File: config.mk
export PLATFORM = sky130hd
export DESIGN_NAME = alu_writeback_flat
export DESIGN_NICKNAME = d
export VERILOG_FILES = /design/src/rtl/alu_writeback_if.sv /design/src/rtl/alu_writeback.sv /design/src/flat_wrapper.sv
export SDC_FILE = /design/constraint.sdc
export NUM_CORES = 1
export LEC_CHECK = 0
export ABC_AREA = 1
export ABC_CLOCK_PERIOD_IN_PS = 2500
export BUFFER_PORTS_ARGS = -buffer_cell sky130_fd_sc_hd__buf_4
export CORE_ASPECT_RATIO = 1.4
export CORE_UTILIZATION = 25
export CTS_BUF_LIST = sky130_fd_sc_hd__clkbuf_16
export CTS_CLUSTER_SIZE = 24
export DETAILED_ROUTE_END_ITERATION = 8
export SLEW_MARGIN = 20
export SYNTH_ARGS = -nofsm -noshare
export SYNTH_HDL_FRONTEND = slang
export SYNTH_SLANG_ARGS = --single-unit
File: constraint.sdc
create_clock -name iClk -period 2.5 [get_ports iClk]
set_input_delay 0.5 -clock iClk [delete_from_list [all_inputs] [get_ports iClk]]
set_output_delay 0.5 -clock iClk [all_outputs]
set_load 0.01 [all_outputs]
File: src/rtl/alu_writeback_if.sv
// ALU result input and register-file writeback bus; the slave modport is the writeback stage's view,
// the master modport is the view of whatever drives the results and consumes the beats.
interface alu_writeback_if #(
   parameter int DEST_W = 4
);
   logic              iValid;
   logic              oReady;
   logic [31:0]       iHi;
   logic [31:0]       iLo;
   logic              iZero;
   logic              iNeg;
   logic              iWide;
   logic [DEST_W-1:0] iDest;
   logic              oValid;
   logic              iReady;
   logic [31:0]       oData;
   logic [DEST_W-1:0] oDest;
   logic              oHiBeat;
   logic              oZ;
   logic              oN;

   modport slave (
      input  iValid, iHi, iLo, iZero, iNeg, iWide, iDest, iReady,
      output oReady, oValid, oData, oDest, oHiBeat, oZ, oN
   );

   modport master (
      output iValid, iHi, iLo, iZero, iNeg, iWide, iDest, iReady,
      input  oReady, oValid, oData, oDest, oHiBeat, oZ, oN
   );
endinterface

File: src/rtl/alu_writeback.sv
// ALU writeback: 1 cycle from accept to first beat, one beat (LO) or two (LO then HI) for wide results.
// Stalls while iReady=0; a new result can be taken on the edge where the final beat completes.
module alu_writeback #(
   parameter int DEST_W = 4
) (
   input  logic            iClk,
   input  logic            nRst,
   alu_writeback_if.slave  bus
);

   typedef enum logic [1:0] {S_IDLE, S_LO, S_HI} state_t;

   state_t            state_q, state_d;
   logic [31:0]       hi_q, hi_d;
   logic [31:0]       lo_q, lo_d;
   logic              wide_q, wide_d;
   logic [DEST_W-1:0] dest_q, dest_d;
   logic              z_q, z_d;
   logic              n_q, n_d;
   logic              ready;
   logic              accept;

   // oReady looks only at state and iReady so there is no iValid -> oReady path
   always_comb begin
      ready  = 1'b0;
      accept = 1'b0;
      case (state_q)
         S_IDLE:  ready = 1'b1;
         S_LO:    ready = !wide_q && bus.iReady;
         S_HI:    ready = bus.iReady;
         default: ready = 1'b0;
      endcase
      accept = bus.iValid && ready;
   end

   always_comb begin
      state_d = state_q;
      hi_d    = hi_q;
      lo_d    = lo_q;
      wide_d  = wide_q;
      dest_d  = dest_q;
      z_d     = z_q;
      n_d     = n_q;
      case (state_q)
         S_IDLE: if (accept) state_d = S_LO;
         S_LO: begin
            if (bus.iReady) begin
               if (wide_q)      state_d = S_HI;
               else if (accept) state_d = S_LO;
               else             state_d = S_IDLE;
            end
         end
         S_HI: begin
            if (bus.iReady) state_d = accept ? S_LO : S_IDLE;
         end
         default: state_d = S_IDLE;
      endcase
      if (accept) begin
         hi_d   = bus.iHi;
         lo_d   = bus.iLo;
         wide_d = bus.iWide;
         dest_d = bus.iDest;
         z_d    = bus.iZero;
         n_d    = bus.iNeg;
      end
   end

   always_ff @(posedge iClk or negedge nRst) begin
      if (!nRst) begin
         state_q <= S_IDLE;
         hi_q    <= '0;
         lo_q    <= '0;
         wide_q  <= 1'b0;
         dest_q  <= '0;
         z_q     <= 1'b0;
         n_q     <= 1'b0;
      end else begin
         state_q <= state_d;
         hi_q    <= hi_d;
         lo_q    <= lo_d;
         wide_q  <= wide_d;
         dest_q  <= dest_d;
         z_q     <= z_d;
         n_q     <= n_d;
      end
   end

   // Beat outputs decode straight from state, so reset clears them without waiting for a clock
   always_comb begin
      bus.oValid  = 1'b0;
      bus.oData   = '0;
      bus.oDest   = '0;
      bus.oHiBeat = 1'b0;
      case (state_q)
         S_LO: begin
            bus.oValid = 1'b1;
            bus.oData  = lo_q;
            bus.oDest  = dest_q;
         end
         S_HI: begin
            bus.oValid  = 1'b1;
            bus.oData   = hi_q;
            bus.oDest   = dest_q;
            bus.oHiBeat = 1'b1;
         end
         default: ;
      endcase
   end

   assign bus.oReady = ready;
   assign bus.oZ     = z_q;
   assign bus.oN     = n_q;

endmodule

File: src/flat_wrapper.sv
// flat-port wrapper written by rule: the top's interface ports become plain ports
module alu_writeback_flat 
#(
   parameter int DEST_W = 4
)
  (iClk, nRst, bus_iValid, bus_iHi, bus_iLo, bus_iZero, bus_iNeg, bus_iWide, bus_iDest, bus_iReady, bus_oReady, bus_oValid, bus_oData, bus_oDest, bus_oHiBeat, bus_oZ, bus_oN);
  alu_writeback_if #(.DEST_W(DEST_W)) bus_i ();
  input  logic iClk;
  input  logic nRst;
  input wire logic [$bits(bus_i.iValid)-1:0] bus_iValid;
  input wire logic [$bits(bus_i.iHi)-1:0] bus_iHi;
  input wire logic [$bits(bus_i.iLo)-1:0] bus_iLo;
  input wire logic [$bits(bus_i.iZero)-1:0] bus_iZero;
  input wire logic [$bits(bus_i.iNeg)-1:0] bus_iNeg;
  input wire logic [$bits(bus_i.iWide)-1:0] bus_iWide;
  input wire logic [$bits(bus_i.iDest)-1:0] bus_iDest;
  input wire logic [$bits(bus_i.iReady)-1:0] bus_iReady;
  output wire logic [$bits(bus_i.oReady)-1:0] bus_oReady;
  output wire logic [$bits(bus_i.oValid)-1:0] bus_oValid;
  output wire logic [$bits(bus_i.oData)-1:0] bus_oData;
  output wire logic [$bits(bus_i.oDest)-1:0] bus_oDest;
  output wire logic [$bits(bus_i.oHiBeat)-1:0] bus_oHiBeat;
  output wire logic [$bits(bus_i.oZ)-1:0] bus_oZ;
  output wire logic [$bits(bus_i.oN)-1:0] bus_oN;
  assign bus_i.iValid = bus_iValid;
  assign bus_i.iHi = bus_iHi;
  assign bus_i.iLo = bus_iLo;
  assign bus_i.iZero = bus_iZero;
  assign bus_i.iNeg = bus_iNeg;
  assign bus_i.iWide = bus_iWide;
  assign bus_i.iDest = bus_iDest;
  assign bus_i.iReady = bus_iReady;
  assign bus_oReady = bus_i.oReady;
  assign bus_oValid = bus_i.oValid;
  assign bus_oData = bus_i.oData;
  assign bus_oDest = bus_i.oDest;
  assign bus_oHiBeat = bus_i.oHiBeat;
  assign bus_oZ = bus_i.oZ;
  assign bus_oN = bus_i.oN;
  alu_writeback #(.DEST_W(DEST_W)) u_core (.iClk(iClk), .nRst(nRst), .bus(bus_i));
endmodule
* Yosys cells after proc, flatten, opt, wreduce, memory -nomap -nowiden
Index checks and enable logic that the tools add are counted.
** Storage, ports and cells
- Register bits :: 73
- Bits of input ports :: 75
- Output and inout bits :: 41
- Word-level logic and storage cells :: 29
** Cells by class
- Eq/ne operators :: 5
- Muxes and demuxes :: 11
- Reductions and logical operators :: 6
** Operators by type and width (count)
- 32-bit one-hot mux with 2 select lines :: 1
- 2-bit two-way mux :: 4
- 2-bit one-hot mux with 3 select lines :: 1
- 4-bit two-way mux :: 1
- 2-bit != test (second input constant) :: 2
- 1-bit two-way mux :: 3
- 1-bit one-hot mux with 3 select lines :: 1
- 3-bit AND reduction :: 1
- 2-bit by 1-bit == test with 1-bit output (second input constant) :: 1
- 2-bit == test (second input constant) :: 1
- 1-bit logical AND :: 2
- 2-bit logical NOT :: 1
- 2-bit by 1-bit != test with 1-bit output (second input constant) :: 1
- 2-bit OR reduction :: 1
- 1-bit logical NOT :: 1

* Logic depth before layout (Yosys ltp)
Gate-level depths: netlist of run 1.
- Depth in word-level cells :: 8
- Depth in mapped cells :: 12
- Mapped depth without buffers :: 9

* Worst setup path before layout of run 1
No wires, ideal clock.
- Path type :: register to output
- Start point :: register u_core.state_q[0]
- End point :: output port bus_oData[0]
- Arrival time :: 1.394 ns
- Required time :: 2.000 ns
- Path slack :: 0.606 ns
- Cell stages (with the launch flop) :: 7
- Buffers on the path :: 2
- Cell sequence :: dfrtp_1 > inv_1 > ha_1 > buf_2 > clkbuf_1 > nand2_1 > a21oi_1
** On the way
- Longest elaborated chain between the ends :: 2
- Elaborated cells between the ends (all ways) :: 3
- Classes of those cells :: eq/ne (2); mux (1)
** Ends and longest elaborated chain
- start: declaration :: RTL line alu_writeback.sv:13 : state_t state_q, state_d;
- start signal: assignment :: RTL line alu_writeback.sv:78 : state_q <= state_d;
- 2-bit == test or 2-bit by 1-bit == test with 1-bit output (tied branches) :: RTL line alu_writeback.sv:94 : case (state_q)
- 32-bit one-hot mux with 2 select lines * :: RTL line alu_writeback.sv:94
- end: declaration :: RTL line flat_wrapper.sv:20 : output wire logic [$bits(bus_i.oData)-1:0] bus_oData;
Every way passes the cells marked *; elsewhere a longest branch is shown, timed or not.

* Final worst setup path of run 1
- Start point :: register u_core.state_q[1]
- End point :: output port bus_oReady
** On the way
- Longest elaborated chain between the ends :: 2
- Elaborated cells between the ends (all ways) :: 4
- Classes of those cells :: eq/ne (2); mux (1); reduce/logical (1)
** Ends and longest elaborated chain
- 2-bit == test, or another cell as far along :: RTL line alu_writeback.sv:27 : case (state_q)
- 1-bit one-hot mux with 3 select lines * :: RTL line alu_writeback.sv:27
- end: declaration :: RTL line flat_wrapper.sv:18 : output wire logic [$bits(bus_i.oReady)-1:0] bus_oReady;
Marks and branches as above.

==> results.md, run 1 <==
* Outcome: finished, final reports clean
* Master cell of the clock root buffer: sky130_fd_sc_hd__clkbuf_16
* Global router's overall resource usage at 0.129
* Vias in the first global route at 3117
* Overall die height at 143 um
* TritonCTS clock tree: done
* Count of pins over their slew limit at 0
* Final hold vios at 0
* Routability congestion estimate from global placement at 0.718
* Worst slew slack as a fraction of its limit at 0.387
* CP peak stage delay at 410 ps
* Die footprint at 14700 sq um
* Placeable Area at 13800 sq um
* Number of warning messages in the yosys log at 0
* Final TNS setup at 0 ps
* Post-layout instance count excluding filler cells at 744
* Maximum clock frequency at 0.429 GHz
* Post-CTS setup buffer count at 0
* Clock latency on the worst-skew pair at 330 ps
* Initial Util at 0.256
* Crit Path Class: flop to output pin
* Critical-path cell list: inv_1 > ha_1 > buf_4 > inv_2 > o21bai_4 > nand2_1 > nand2_2 > nand2_1 > inv_1 > buf_4
* DRT iter0 DRCs at 94
* Leading post-synthesis cells by instance count: sky130_fd_sc_hd__nand2_1, sky130_fd_sc_hd__inv_1, sky130_fd_sc_hd__dfrtp_1
* CTS Buf Count at 9
* Post-Syn Instances at 446
* Post-CTS Hold Buffers at 0
* Post-synthesis area per instance at 7.95 sq um
* Area taken by flip-flops and latches at 1830 sq um
* Remaining global-route overflow at 0
* Placed inst area at 4540 sq um
* Commonest register cell after synthesis: sky130_fd_sc_hd__dfrtp_1
* H-tree depth reported by CTS at 3
* Filler instances at 1467
* Worst Clk Skew at 8.14 ps
* Total of cells resized after clock tree synthesis at 0
* Cell area after layout at 4860 sq um
* Placement-stage worst setup slack at 497 ps
* Final worst-path cycle share at 0.932
* Number of nets in the layout at 633
* Leading cell types by total area after synthesis: sky130_fd_sc_hd__dfrtp_1, sky130_fd_sc_hd__nand2_1, sky130_fd_sc_hd__inv_1
* Fraction of synthesized cell area taken by the top area cell type at 0.515
* Total chip power at 5720 uW
* Sequential-to-total area share from yosys stat at 0.515
* Cell type of the slowest stage on the worst timing path: sky130_fd_sc_hd__dfrtp_1
* Diode count at 0
* Post-synthesis net count at 525
* Count of nets left with antenna violations after detail routing at 0
* Cell total after placement at 728
* Dominant cell by count in the synthesized netlist: sky130_fd_sc_hd__nand2_1
* Setup repair after global routing missed its margin: no
* # Max-Cap Violations at 0
* Syn Std Cell Area at 3540 sq um
* Std cell rows at 51
* Setup-failing EPs final at 0
* Setup crit end kind: output pin
* Vias after detailed routing at 3143
* Total DRC errors in the routed layout at 0
* Clock-pin slew of the registers on the worst-case setup and hold paths at 60 ps
* Netlist cell types at 19
* R2R setup slack at 400 ps
* Horiz. Die Dim at 103 um
* Final Worst Setup Slack at 170 ps
* Clock tree buffer depth at 2
* Transition time at the pin with the least slew margin at 919 ps
* Worst endpoint required time at 2000 ps
* Wire length of the first global-routing pass at 14400 um
* Fraction of registers with async set or reset after synthesis at 1.00
* Number of enable flip-flop cells after synthesis at 0
* Class of the worst hold path: primary input to asynchronous set/reset pin
* Static leakage at 0.00259 uW
* Routed wire per std cell at 12.0 um
* Estimated wirelength of the detail-placed design at 6300 um
* Initial antenna violation count at 0
* Worst endpoint data arrival time at 1830 ps
* Power Density at 1180 nW/um^2
* Count of boundary I/O pins at 116
* Area taken by multi-input logic gates at 1230 sq um
* Kind of launch point of the worst setup path: flop
* Number of optimization iterations in the first detailed-route pass at 4
* P&R area growth vs syn at 37.2%
* Library cell with the largest summed area after synthesis: sky130_fd_sc_hd__dfrtp_1
* Maximum number of pins on one net before global-route repair at 143
* Count of buffers from port buffering at 115
* Fraction of final layout cells sized beyond drive strength 1 at 0.275
* Clk sink count at 73
* Vias per Instance at 4.22
* Max IR drop VDD at 457 uV
* Largest driver fanout on the critical path at 17
* Flip-flop and latch count after synthesis at 73
* Wirelength, routed at 8950 um
* Min Clock Period, post-route at 2330 ps
[cell families after synthesis]
family                     share of synthesized area
AOI/OAI and AO/OA                              0.168
adders and majority gates                     0.0141
buffers and inverters                          0.137
DFF                                            0.515
and+or+nand+nor                                0.166
[power breakdown]
part	switching (uW)	total (uW)	leakage [uW]	internal [uW]
sequential	314	2060	0.000903	1750
clock	502	1380	0.000155	873
combinational	1330	2280	0.00153	943
[routing by layer]
metal	routed length, um	global-route usage	vias up
li1	-	-	1572
met3	536	0.0323	15
met2	4480	0.220	104
met4	234	0.0609	0
met5	0	0	-
met1	3700	0.147	1452
[cell type report]
class,instances,share of cell area
flip-flops and latches,73,0.376
inverters,84,0.0648
clock buffers,9,0.0463
multi-input cells,263,0.253
clock inverters,7,0.0196
well taps,185,0.0476
repair buffers,123,0.192
[final timing paths]
path / start / endpoint / depth (start not counted)
max: u_core.state_q[1] / bus_oReady / 10
min: nRst / u_core.lo_q[20] / 1
max reg2reg: u_core.state_q[1] / u_core.lo_q[9] / 11
min reg2reg: u_core.lo_q[10] / u_core.lo_q[10] / 2
max in group asynchronous: nRst / u_core.hi_q[10] / 1
min in group iClk: bus_iHi[0] / u_core.hi_q[0] / 3
[critical path, delay by kind of cell (launching register included)]
kind / cells / cell delay, ps
compound gates: 1 / 110
fa+ha+maj: 1 / 180
buf+inv: 5 / 580
flops: 1 / 410
simple gates: 3 / 220
[state kept, by name, indices dropped and copies added (netlist names)]
register	flops
u_core.state_q	2
u_core.bus.oZ	1
u_core.lo_q	32
u_core.dest_q	4
u_core.wide_q	1
u_core.hi_q	32
u_core.bus.oN	1
[cells in the final DEF (no fill, tap or decap)]
cell	instances
sky130_fd_sc_hd__inv_1	83
sky130_fd_sc_hd__dfrtp_1	73
sky130_fd_sc_hd__nand3_1	1
sky130_fd_sc_hd__o21ai_1	60
sky130_fd_sc_hd__nor2_1	1
sky130_fd_sc_hd__nand3_4	1
sky130_fd_sc_hd__clkbuf_16	9
sky130_fd_sc_hd__o21bai_4	1
sky130_fd_sc_hd__buf_12	1
sky130_fd_sc_hd__ha_1	4
sky130_fd_sc_hd__o21ai_2	11
sky130_fd_sc_hd__nand2_2	1
sky130_fd_sc_hd__clkinv_4	2
sky130_fd_sc_hd__buf_4	122
sky130_fd_sc_hd__inv_2	1
sky130_fd_sc_hd__o2111ai_1	1
sky130_fd_sc_hd__clkinvlp_4	1
sky130_fd_sc_hd__o21ai_0	2
sky130_fd_sc_hd__clkinv_2	2
sky130_fd_sc_hd__bufinv_16	2
sky130_fd_sc_hd__a21oi_1	32
sky130_fd_sc_hd__nand2_1	148
[per-stage QoR]
step	hold slack, ps	utilization
global route	388	0.351
CTS	357	0.351
finish	299	0.351
global placement	466	0.328
detailed placement	473	0.328
floorplan	204	-
No activity file was read; power rests on OpenSTA's default activity.
==> run 2, diff against run 1 <==
- ABC_AREA: 1 -> not set
==> run 2 against run 1 <==
Effect of this change: synthesized area is 4.6% lower; first-iteration DRC count is 24% lower; setup slack improved by 30 ps; flip-flop and latch count did not move; synthesized cell count fell by 44%; register-to-register slack better by 110 ps; worst hold slack better by 20 ps; non-clock buffer count is 1 lower.
==> results.md, run 2 <==
* Met1 Wirelength at 3220 um (-13%)
* Clock-pin slew of the registers on the worst-case setup and hold paths at 60 ps (about the same)
* Count of boundary I/O pins at 116 (unchanged)
* Vias in the first global route at 2718 (-13%)
* Clk sink count at 73 (unchanged)
* Registers with the most flip-flops: u_core.hi_q x32, u_core.lo_q x32, u_core.dest_q x4
* Count of nets left with antenna violations after detail routing at 0 (unchanged)
* Number of enable flip-flop cells after synthesis at 0 (unchanged)
* Syn Std Cell Area at 3380 sq um (-4.6%)
* Library cell with the largest summed area after synthesis: sky130_fd_sc_hd__dfrtp_1
* Transition time at the pin with the least slew margin at 931 ps (+11.9 ps)
* CP peak stage delay at 400 ps (about the same)
* Leading cell types by total area after synthesis: sky130_fd_sc_hd__dfrtp_1, sky130_fd_sc_hd__mux2_2, sky130_fd_sc_hd__mux2_1
* Flip-flop and latch count after synthesis at 73 (unchanged)
* H-tree depth reported by CTS at 3 (unchanged)
* R2R setup slack at 510 ps (+110 ps)
* Outcome: finished, final reports clean
* Crit Path Class: flop to output pin
* Most frequent cells in the layout: sky130_fd_sc_hd__buf_4, sky130_fd_sc_hd__dfrtp_1, sky130_fd_sc_hd__mux2_2, sky130_fd_sc_hd__nor2b_1, sky130_fd_sc_hd__a22oi_1
* Reg2reg end: u_core.dest_q[1]
* Clock latency on the worst-skew pair at 330 ps (about the same)
* Kind of launch point of the worst setup path: flop
* Remaining global-route overflow at 0 (unchanged)
* Fraction of registers with async set or reset after synthesis at 1.00 (unchanged)
* Dominant cell by count in the synthesized netlist: sky130_fd_sc_hd__dfrtp_1
* Static leakage at 0.00211 uW (-18%)
* Worst Clk Skew at 7.79 ps (-0.354 ps)
* Met3 wirelength from detailed routing at 470 um (-12%)
* # Max-Cap Violations at 0 (unchanged)
* Leading cell type in the layout, fill and taps excluded: sky130_fd_sc_hd__buf_4
* Final worst-path cycle share at 0.920 (-0.0121)
* Clock tree buffer depth at 2 (unchanged)
* Global router's overall resource usage at 0.125 (-0.00388)
* Master cell of the clock root buffer: sky130_fd_sc_hd__clkbuf_16
* Netlist cell types at 21 (+2)
* Max IR drop VDD at 627 uV (+37%)
* Setup-failing EPs final at 0 (unchanged)
* Wire length of the first global-routing pass at 13400 um (-6.9%)
* Highest metal layer used by the detailed router: met4
* P&R area growth vs syn at 40.3%
* CTS Buf Count at 9 (unchanged)
* Combinational cell fraction of total power at 0.461 (+0.063)
* Post-synthesis area per instance at 13.5 sq um (+70%)
* Placeable Area at 13000 sq um (-6.1%)
* Number of optimization iterations in the first detailed-route pass at 6 (+2)
* Fraction of synthesized cell area taken by the top area cell type at 0.540 (+0.0248)
* Vias after detailed routing at 2398 (-24%)
* Number of warning messages in the yosys log at 0 (unchanged)
* Part of the power in the clock network at 0.218 (-0.023)
* Beginning of the worst register-to-register path: u_core.state_q[1]
* Horiz. Die Dim at 100 um (-2.3%)
* Fraction of final layout cells sized beyond drive strength 1 at 0.504 (+0.229)
* Post-CTS Hold Buffers at 0 (unchanged)
* Initial antenna violation count at 0 (unchanged)
* Worst slew slack as a fraction of its limit at 0.379 (-0.00793)
* Worst endpoint required time at 2000 ps (about the same)
* Wirelength, routed at 8190 um (-8.5%)
* Count of buffers from port buffering at 115 (unchanged)
* Path depth of the worst reg2reg path at 6 (-5)
* Vias per Instance at 4.37 (+3.4%)
* Commonest register cell after synthesis: sky130_fd_sc_hd__dfrtp_1
* Initial Util at 0.260 (+0.00422)
* Share of total power consumed by net switching at 0.328 (-0.0484)
* Setup crit end kind: output pin
* Estimated wirelength of the detail-placed design at 5640 um (-10%)
* Final hold vios at 0 (unchanged)
* Cell type of the slowest stage on the worst timing path: sky130_fd_sc_hd__dfrtp_1
* Largest driver fanout on the critical path at 15 (-2)
* Sw Pwr at 2160 uW (+0.44%)
* Count of pins over their slew limit at 0 (unchanged)
* Die footprint at 14000 sq um (-4.5%)
* Post-synthesis net count at 330 (-37%)
* Total DRC errors in the routed layout at 0 (unchanged)
* Std cell rows at 49 (-3.9%)
* Worst endpoint data arrival time at 1800 ps (-30 ps)
* Number of nets in the layout at 445 (-30%)
* Worst-case hold slack at 318 ps (+19.7 ps)
* Min Clock Period, post-route at 2300 ps (-30.3 ps)
* Timing startpoint of the critical path: u_core.state_q[1]
* Worst setup path endpoint: bus_oReady
* Maximum clock frequency at 0.435 GHz (+1.3%)
* Routed wire per std cell at 14.9 um (+24%)
* Critical-path cell list: inv_1 > ha_1 > buf_6 > nor2b_1 > o21ai_0 > a21oi_1 > buf_4
* Internal power of the cells at 4430 uW (+24%)
* Routability congestion estimate from global placement at 0.700 (-2.6%)
* Final Worst Setup Slack at 200 ps (+30.3 ps)
* Power Density at 1390 nW/um^2 (+18%)
* Sequential power share at 0.322 (-0.039)
* Placement-stage worst setup slack at 485 ps (-12.7 ps)
* Diode count at 0 (unchanged)
* Post-Syn Instances at 251 (-44%)
* Maximum number of pins on one net before global-route repair at 74 (-48%)
* Filler instances at 1314 (-10%)
* Class of the worst hold path: primary input to asynchronous set/reset pin
* Sequential-to-total area share from yosys stat at 0.540 (+0.0248)
* Met2 Wirelength at 4390 um (-2.1%)
* Overall die height at 140 um (-2.3%)
* TritonCTS clock tree: done
* DRT iter0 DRCs at 71 (-24%)
* Leading post-synthesis cells by instance count: sky130_fd_sc_hd__dfrtp_1, sky130_fd_sc_hd__mux2_2, sky130_fd_sc_hd__nor2b_1
## run 2: logic make-up after synthesis
| family | count (synthesis) | synth area share |
|---|---|---|
| DFF | 73 | 0.540 |
| muxes | 72 | 0.239 |
| and+or+nand+nor | 42 | 0.0766 |
| AOI/OAI and AO/OA | 39 | 0.0881 |
| buffers and inverters | 21 | 0.0411 |
| adders and majority gates | 4 | 0.0148 |
## run 2: critical path, delay by kind of cell (launching register included)
family	cells	cell delay (ps)
compound gates	2	250
flops	1	400
fa+ha+maj	1	220
buf+inv	3	450
simple gates	1	160
## run 2: through the flow
step           std cells  instance area (sq um)  utilization  setup TNS, ps  power (uW)
2_1_floorplan        251                   3380            -              0        4170
3_3_place_gp         533                   4410        0.339              0        5140
3_5_place_dp         533                   4410        0.339              0        5240
4_1_cts              549                   4740        0.365              0        6720
5_1_grt              549                   4740        0.365          -5.98        7070
6_report             549                   4740        0.365              0        6590
## run 2: metal layers
layer / track usage / vias to the layer above
met4: 0.0389 / 0
met1: 0.136 / 1195
met3: 0.0427 / 10
met2: 0.223 / 72
met5: 0 / -
li1: - / 1121
## run 2: what timing repair did
action | CTS | global route
setup buffers | 0 | 0
endpoints found under the setup margin | 0 | 1
resized for setup | 0 | 1
## run 2: layout make-up
class	instances	area, sq um	share of cell area
well taps	178	223	0.0470
multi-input cells	157	1420	0.299
flip-flops and latches	73	1830	0.385
repair buffers	122	932	0.197
inverters	3	11.3	0.00237
clock inverters	7	109	0.0229
clock buffers	9	225	0.0475
## run 2: worst min path at each step
stage	start	to	slack (ps)	depth (start not counted)
3_5_place_dp	u_core.dest_q[3]	u_core.dest_q[3]	470	1
3_3_place_gp	u_core.dest_q[3]	u_core.dest_q[3]	460	1
2_1_floorplan	nRst	u_core.bus.oN	200	0
4_1_cts	nRst	u_core.lo_q[17]	360	1
6_report	nRst	u_core.lo_q[16]	320	1
5_1_grt	bus_iHi[31]	u_core.hi_q[31]	380	2
## run 2: power by group through the flow
stage               sequential (uW)  clock, uW  combinational [uW]
finish                         2120       1430                3040
floorplan                      2050          0                2130
CTS                            2130       1480                3120
detailed placement             2140          0                3090
global route                   2210       1540                3320
global placement               2110          0                3040
